$ cat config.mk
export PLATFORM = sky130hd
export DESIGN_NAME = apb_master_bridge
export DESIGN_NICKNAME = d
export VERILOG_FILES = /design/src/rtl/apb_master_bridge.sv
export SDC_FILE = /design/constraint.sdc
export NUM_CORES = 1
export LEC_CHECK = 0
export ABC_AREA = 1
export BUFFER_PORTS_ARGS = -buffer_cell sky130_fd_sc_hd__buf_2
export CORE_MARGIN = 5
export CORE_UTILIZATION = 32
export DETAILED_ROUTE_END_ITERATION = 12
export GPL_TIMING_DRIVEN = 0
export PLACE_DENSITY = 0.58
export SLEW_MARGIN = 20
export SYNTH_ARGS = -nofsm -noshare
export SYNTH_HDL_FRONTEND = slang
export SYNTH_SLANG_ARGS = --single-unit
$ cat constraint.sdc
create_clock -name PCLK -period 4.3 [get_ports PCLK]
set_clock_uncertainty 0.15 [all_clocks]
set_input_delay 0.43 -clock PCLK [delete_from_list [all_inputs] [get_ports PCLK]]
set_output_delay 0.43 -clock PCLK [all_outputs]
set_load 0.03 [all_outputs]
$ cat src/rtl/apb_master_bridge.sv
// Single-clock APB requester: accepts one user command at a time and runs it
// through SETUP/ACCESS on one of NUM_SLAVES completers, reporting via a done pulse.
module apb_master_bridge #(
    parameter int ADDR_WIDTH = 9,
    parameter int DATA_WIDTH = 8,
    parameter int NUM_SLAVES = 2,
    parameter int TIMEOUT    = 16
) (
    input  logic                             PCLK,
    input  logic                             PRESETn,
    input  logic                             transfer,
    input  logic                             READ_WRITE,
    input  logic [ADDR_WIDTH-1:0]            apb_write_paddr,
    input  logic [DATA_WIDTH-1:0]            apb_write_data,
    input  logic [DATA_WIDTH/8-1:0]          apb_write_strb,
    input  logic [ADDR_WIDTH-1:0]            apb_read_paddr,
    output logic [DATA_WIDTH-1:0]            apb_read_data_out,
    output logic                             PSLVERR,
    output logic                             done,
    output logic                             busy,
    output logic [NUM_SLAVES-1:0]            PSEL,
    output logic                             PENABLE,
    output logic                             PWRITE,
    output logic [ADDR_WIDTH-1:0]            PADDR,
    output logic [DATA_WIDTH-1:0]            PWDATA,
    output logic [DATA_WIDTH/8-1:0]          PSTRB,
    input  logic [NUM_SLAVES*DATA_WIDTH-1:0] s_prdata,
    input  logic [NUM_SLAVES-1:0]            s_pready,
    input  logic [NUM_SLAVES-1:0]            s_pslverr,
    output logic [1:0]                       state_dbg
);
    localparam int SEL_BITS  = (NUM_SLAVES > 1) ? $clog2(NUM_SLAVES) : 1;
    localparam int CNT_WIDTH = $clog2(TIMEOUT + 1);

    typedef enum logic [1:0] {
        IDLE   = 2'd0,
        SETUP  = 2'd1,
        ACCESS = 2'd2
    } state_t;

    state_t                  state;
    logic [CNT_WIDTH-1:0]    tmo_cnt;
    logic                    comp_pending;
    logic                    err_stage;
    logic                    rd_load;
    logic [DATA_WIDTH-1:0]   rdata_stage;

    logic [ADDR_WIDTH-1:0]   cmd_addr;
    logic [SEL_BITS-1:0]     cmd_idx;
    logic [NUM_SLAVES-1:0]   cmd_psel;
    logic                    sel_ready;
    logic                    sel_err;
    logic [DATA_WIDTH-1:0]   sel_rdata;
    logic                    complete;
    logic                    comp_err;
    logic                    comp_rd;
    logic                    take;

    assign state_dbg = state;

    // An out-of-range index matches no PSEL bit, so an all-zero PSEL in SETUP
    // is exactly the decode-error case; the completer mux is an AND-OR on PSEL.
    always_comb begin
        cmd_addr  = READ_WRITE ? apb_read_paddr : apb_write_paddr;
        cmd_idx   = cmd_addr[ADDR_WIDTH-1 -: SEL_BITS];
        cmd_psel  = '0;
        sel_rdata = '0;
        for (int i = 0; i < NUM_SLAVES; i++) begin
            cmd_psel[i] = (cmd_idx == SEL_BITS'(i));
            if (PSEL[i]) begin
                sel_rdata = sel_rdata | s_prdata[i*DATA_WIDTH +: DATA_WIDTH];
            end
        end
        sel_ready = |(PSEL & s_pready);
        sel_err   = |(PSEL & s_pslverr);
    end

    always_comb begin
        complete = 1'b0;
        comp_err = 1'b0;
        comp_rd  = 1'b0;
        case (state)
            SETUP: begin
                if (PSEL == '0) begin
                    complete = 1'b1;
                    comp_err = 1'b1;
                end
            end
            ACCESS: begin
                if (sel_ready) begin
                    complete = 1'b1;
                    comp_err = sel_err;
                    comp_rd  = !PWRITE && !sel_err;
                end else if (tmo_cnt == CNT_WIDTH'(TIMEOUT - 1)) begin
                    complete = 1'b1;
                    comp_err = 1'b1;
                end
            end
            default: ;
        endcase
        // Handshake: a command is taken on any edge where transfer=1 and the
        // bridge is IDLE or completing; done rises one cycle after completion.
        take = transfer && ((state == IDLE) || complete);
    end

    always_ff @(posedge PCLK or negedge PRESETn) begin
        if (!PRESETn) begin
            state             <= IDLE;
            busy              <= 1'b0;
            PSEL              <= '0;
            PENABLE           <= 1'b0;
            PWRITE            <= 1'b0;
            PADDR             <= '0;
            PWDATA            <= '0;
            PSTRB             <= '0;
            apb_read_data_out <= '0;
            PSLVERR           <= 1'b0;
            done              <= 1'b0;
            tmo_cnt           <= '0;
            comp_pending      <= 1'b0;
            err_stage         <= 1'b0;
            rd_load           <= 1'b0;
            rdata_stage       <= '0;
        end else begin
            // Result is staged so a following back-to-back completion cannot
            // overwrite PSLVERR/read data before its done pulse is seen.
            done         <= comp_pending;
            comp_pending <= complete;
            if (comp_pending) begin
                PSLVERR <= err_stage;
                if (rd_load) begin
                    apb_read_data_out <= rdata_stage;
                end
            end
            if (complete) begin
                err_stage   <= comp_err;
                rd_load     <= comp_rd;
                rdata_stage <= sel_rdata;
            end

            if (take) begin
                state   <= SETUP;
                busy    <= 1'b1;
                PSEL    <= cmd_psel;
                PENABLE <= 1'b0;
                PWRITE  <= !READ_WRITE;
                PADDR   <= cmd_addr;
                PWDATA  <= apb_write_data;
                PSTRB   <= READ_WRITE ? '0 : apb_write_strb;
                tmo_cnt <= '0;
            end else if (!complete && state == SETUP) begin
                state   <= ACCESS;
                PENABLE <= 1'b1;
            end else if (!complete && state == ACCESS) begin
                tmo_cnt <= tmo_cnt + 1'b1;
            end else begin
                state   <= IDLE;
                busy    <= 1'b0;
                PSEL    <= '0;
                PENABLE <= 1'b0;
                PSTRB   <= '0;
                tmo_cnt <= '0;
            end
        end
    end
endmodule

# Word-level counts from Yosys, hierarchy flattened
# Index checks and enable logic that the tools add are counted.
# Widths: inputs -> output; s select.
op_classes:
  add_sub_neg: 1
  n_eq_ne: 6
  muxes: 26
  n_bitwise: 4
  reduce_logical: 15
op_table:
  columns: ["cell", "n"]
  rows:
  - ["$mux 8", 2]
  - ["$mux 5", 3]
  - ["$mux 1", 13]
  - ["$mux 2", 5]
  - ["$mux 9", 1]
  - ["$or 8x8->8", 1]
  - ["$add 5x1->5 const B", 1]
  - ["$eq 5x4->1 const B", 1]
  - ["$and 2x2->2", 2]
  - ["$logic_and 1x1->1", 4]
  - ["$logic_not 1->1", 4]
  - ["$logic_not 2->1", 2]
  - ["$ne 2x2->1 const B", 2]
  - ["$pmux 1 s2", 2]
  - ["$reduce_and 2->1", 2]
  - ["$reduce_or 2->1", 2]
  - ["$ne 3x3->1 const B", 1]
  - ["$eq 2x1->1 const B", 1]
  - ["$eq 2x2->1 const B", 1]
  - ["$logic_or 1x1->1", 1]
  - ["$not 1->1", 1]
totals:
  reg_bits: 51
  in_bits: 51
  output_inout_bits: 35
  wordCells: 68

# Logic depth before layout (Yosys ltp)
depth:
  word_depth: 9
  ltp_mapped: 15
  mapped_depth_nobuf: 14

# Least setup slack after synthesis
# OpenSTA, ideal clock, no wires.
synth_path:
  kind: "reg-to-reg"
  start: "register, netlist name PENABLE"
  end: "register PADDR[0]"
  setup_time_ns: 0.117
  arrival_time_ns: 1.627
  required_time_ns: 4.033
  slack_ns: 2.406
  stages_incl_launch_ff: 13
  n_path_buf: 2
  period_less_slack_ns: 1.894
  cell_sequence: "dfrtp_1 -> inv_1 -> ha_1 -> buf_6 -> nand3_4 -> nand2_4 -> nand2_4 -> nand2_4 -> nand2_8 -> inv_8 -> buf_12 -> nand2_1 -> nand2_1"
synth_lines:
  columns: ["item", "line_no", "text"]
  rows:
  - ["to (signal assigned)", "147", "PADDR <= cmd_addr;"]
  - ["to (decl)", "24", "output logic [ADDR_WIDTH-1:0] PADDR,"]

# Worst setup path in the final report
layout_path:
  start: "register tmo_cnt[0]"
  end: "register PWDATA[4]"
layout_between:
  elab_chain_cells: 6
layout_lines:
  columns: ["item", "line_no", "text"]
  rows:
  - ["from (decl)", "42", "logic [CNT_WIDTH-1:0] tmo_cnt;"]
  - ["from (signal assigned)", "155", "tmo_cnt <= tmo_cnt + 1'b1;"]
  - ["$eq 5x4->1", "94", "end else if (tmo_cnt == CNT_WIDTH'(TIMEOUT - 1)) begin"]
  - ["$mux 1", "94", null]
  - ["$mux 1", "90", "if (sel_ready) begin"]
  - ["$pmux 1 s2", "82", "case (state)"]
  - ["$logic_or 1x1->1", "103", "take = transfer && ((state == IDLE) || complete);"]
  - ["$logic_and 1x1->1", "103", null]
  - ["to (signal assigned)", "148", "PWDATA <= apb_write_data;"]
  - ["to (decl)", "25", "output logic [DATA_WIDTH-1:0] PWDATA,"]
# No other way between the ends.
# A chain may end at the register's enable or synchronous reset.

==> qor.yml <==
r2r_cells: 15
syn-num-nets: 315
synth_xor_area_share_pct: 0.733
fin_crit_ps: 2060
setup_tns_ps: 0
htreeDepth: 2
relSlewSlack_pct: 58.7
gp_congestion: 0.744
worst_slew_pin_slew_ps: 620
synth_top_family_by_area: "simple AND/OR/NAND/NOR gates"
row_count: 31
cts-resized-gates: 0
synthAdderAreaFrac_pct: 2.62
ios: 86
ctsHoldBuffers: 0
syn_area_sq_mm: 0.00239
layout.nets: 407
dieArea_sq_mm: 0.00930
cts_made_buffers: 5
grt_pass1_wl_um: 9170
worstSetupStartpointType: "flip-flop"
final.fill_count: 763
grtUsageTotal_pct: 12.7
dieWidth_um: 96.4
grt_pass1_vias: 2013
synth.distinct_cells: 30
cts.path.max_buffers: 2
grt_setup_unrepaired: "false"
r2r-end: "PWDATA[4]$_DFFE_PN0N_"
slew_violations: 0
viasPerCell: 4.38
yosys-mux-area-fraction_pct: 3.77
drt_iter0_markers: 86
dieHeight_um: 96.4
initial_core_util_pct: 32.9
drtAntennaViolNets: 0
grt_start_max_net_pins: 51
wl_per_cell_um: 12.5
syn_inst: 259
critPathCaptureType: "flip-flop"
synth-seq-area-share_pct: 52.4
status: "complete, but fails checks"
violations: "negative hold slack"
fin_cells: 451
max_freq_mhz: 485
hold_class: "in -> async"
drc: 0
clkLatencyLatePin_ps: 300
finalSetupViolations: 0
cp.required_ps: 4350
diodes: 0
coreArea_sq_mm: 0.00725
finalCritPeriodShare_pct: 48.0
multi_input_area_sq_um: 932
worst-setup-path-type: "reg -> reg"
yosys_register_bits: 50
synth_compound_area_share_pct: 5.08
r2r_start: "tmo_cnt[0]$_DFFE_PN0P_"
peakVddDrop_v: 0.000321
dp_hpwl_um: 4230
postSynthAreaPerCell_sq_um: 9.23
area_growth_pct: 27.5
cts_setup_buffers: 0
ys.warnings.count: 0
crit_fanout: 10
cts_tree: "done"
final_layout_size_suffix_gt1_share_pct: 35.2
place_inst: 443
cp_data_arrival_time_ps: 2110
drv_cap: 0
portBuffers: 85
seqCellArea_sq_mm: 0.00125
hold_viol: 17
r2r_slack_ps: 2240
yosysTopAreaCellShare_pct: 52.4
cts_sinks: 50
clk_root_buffer_cell: "clkbuf_8"
synth_area_leaders: "dfrtp_1, nand2_1, mux2_2, nand4_1, buf_6"
antenna_found_initial: 0
power_density_mw_per_mm2: 692
clk_pin_slew_worst_paths_ps: 90
whs_ps: -10.8
yosys.area.top_type: "dfrtp_1"
p_leak_nw: 1.68
routed_wl_um: 5650
grt_overflow_total: 0
finalPower_mw: 2.11
vias: 1976
drt_pass1_iterations: 4
synth_simple_gate_area_share_pct: 26.8
## through the flow
step | util (%) | cell area, sq um | setup WS, ps
2_1_floorplan | - | 2390 | 2410
3_3_place_gp | 40.5 | 2940 | 2280
3_5_place_dp | 40.6 | 2940 | 2230
4_1_cts | 42.0 | 3050 | 2220
5_1_grt | 42.0 | 3050 | 2070
6_report | 42.0 | 3050 | 2240
## routing by layer
layer / share of wire (%) / track usage, % / vias up / wire [um]
met3: 8.7 / 4.03 / 6 / 494
met2: 44 / 21.3 / 69 / 2480
li1: - / - / 1011 / -
met1: 46 / 15.8 / 890 / 2630
met4: 0.94 / 3.15 / 0 / 53
met5: 0 / 0 / - / 0
## layout by cell type, fill, tap and decap left out, drive strengths merged
| master | n |
|---|---|
| nand2 | 114 |
| buf | 95 |
| dfrtp | 50 |
| inv | 19 |
| nand4 | 13 |
| nor2 | 11 |
| mux2 | 8 |
| a31oi | 8 |
| clkbuf | 8 |
| o21ai | 6 |
| ha | 5 |
| nand3 | 4 |
| a21oi | 3 |
| xor2 | 2 |
| clkinv | 1 |
| o221ai | 1 |
| or2 | 1 |
| a22oi | 1 |
| nor3 | 1 |
| bufinv | 1 |
## state kept, by name, indices dropped and copies added, names as in the netlist
name and flops:
PWDATA 8, PENABLE 1, state_dbg 1, PADDR 9, apb_read_data_out 8, rdata_stage 8, rd_load 1, PWRITE 1
PSLVERR 1, err_stage 1, tmo_cnt 5, comp_pending 1, done 1, PSTRB 1, busy 1, PSEL 2
## cell usage after synthesis
cell type	count
clkinv_1	1
clkbuf_1	1
or2_2	1
a21oi_1	2
a22oi_1	1
a31oi_1	8
buf_8	1
dfrtp_1	50
inv_2	2
nand2_1	107
o221ai_2	1
inv_4	1
inv_8	1
nand4_1	13
buf_12	1
nor3_1	1
buf_4	2
nand3_1	3
nor2_1	11
nand3_4	1
o21ai_0	6
nand2_8	1
mux2_2	8
nand2_4	3
buf_6	6
a21oi_2	1
xor2_1	2
inv_1	15
nand2_2	3
ha_1	5
## cell type report
cell class,instances,area share [%]
repair buffers,85,14.0
multi-input cells,178,30.6
inverters,20,2.79
clock inverters,1,0.985
well taps,99,4.06
clock buffers,7,2.50
plain buffers,11,3.98
flip-flops and latches,50,41.1
## critical path, stage by stage (launching register included)
cell and delay [ps]:
dfrtp_1 420, ha_1 230, nand2_1 80, nor2_1 40, ha_1 170, inv_1 60
nand3_1 80, nand2_1 100, nand2_4 60, nand2_4 80, nand2_4 70, nand2_8 110
inv_8 50, buf_12 140, nand2_1 50, nand2_1 40
## where the power goes
| part | internal, mW | total [mW] | switching [mW] |
|---|---|---|---|
| Sequential | 0.649 | 0.749 | 0.100 |
| Combinational | 0.349 | 1.04 | 0.689 |
| Clock | 0.174 | 0.323 | 0.149 |
## how the worst max path moves through the flow
stage	endpoint	start	cells after the start	slack (ps)
5_1_grt	PENABLE$_DFFE_PN0P_	tmo_cnt[0]$_DFFE_PN0P_	14	2070
3_3_place_gp	PADDR[1]$_DFFE_PN0N_	tmo_cnt[0]$_DFFE_PN0P_	15	2280
4_1_cts	PWDATA[4]$_DFFE_PN0N_	tmo_cnt[0]$_DFFE_PN0P_	15	2220
3_5_place_dp	PWDATA[4]$_DFFE_PN0N_	tmo_cnt[0]$_DFFE_PN0P_	15	2230
2_1_floorplan	PADDR[0]$_DFFE_PN0N_	PENABLE$_DFFE_PN0P_	12	2410
6_report	PWDATA[4]$_DFFE_PN0N_	tmo_cnt[0]$_DFFE_PN0P_	15	2240
## kinds of logic (layout without fill, tap and decap cells)
kind of cell,count (synthesis),in the layout
fa+ha+maj,5,5
buf+inv,31,124
flops,50,50
xor+xnor,2,2
simple gates,144,144
compound gates,19,19
mux,8,8
Power figures use the tool's default switching activity.
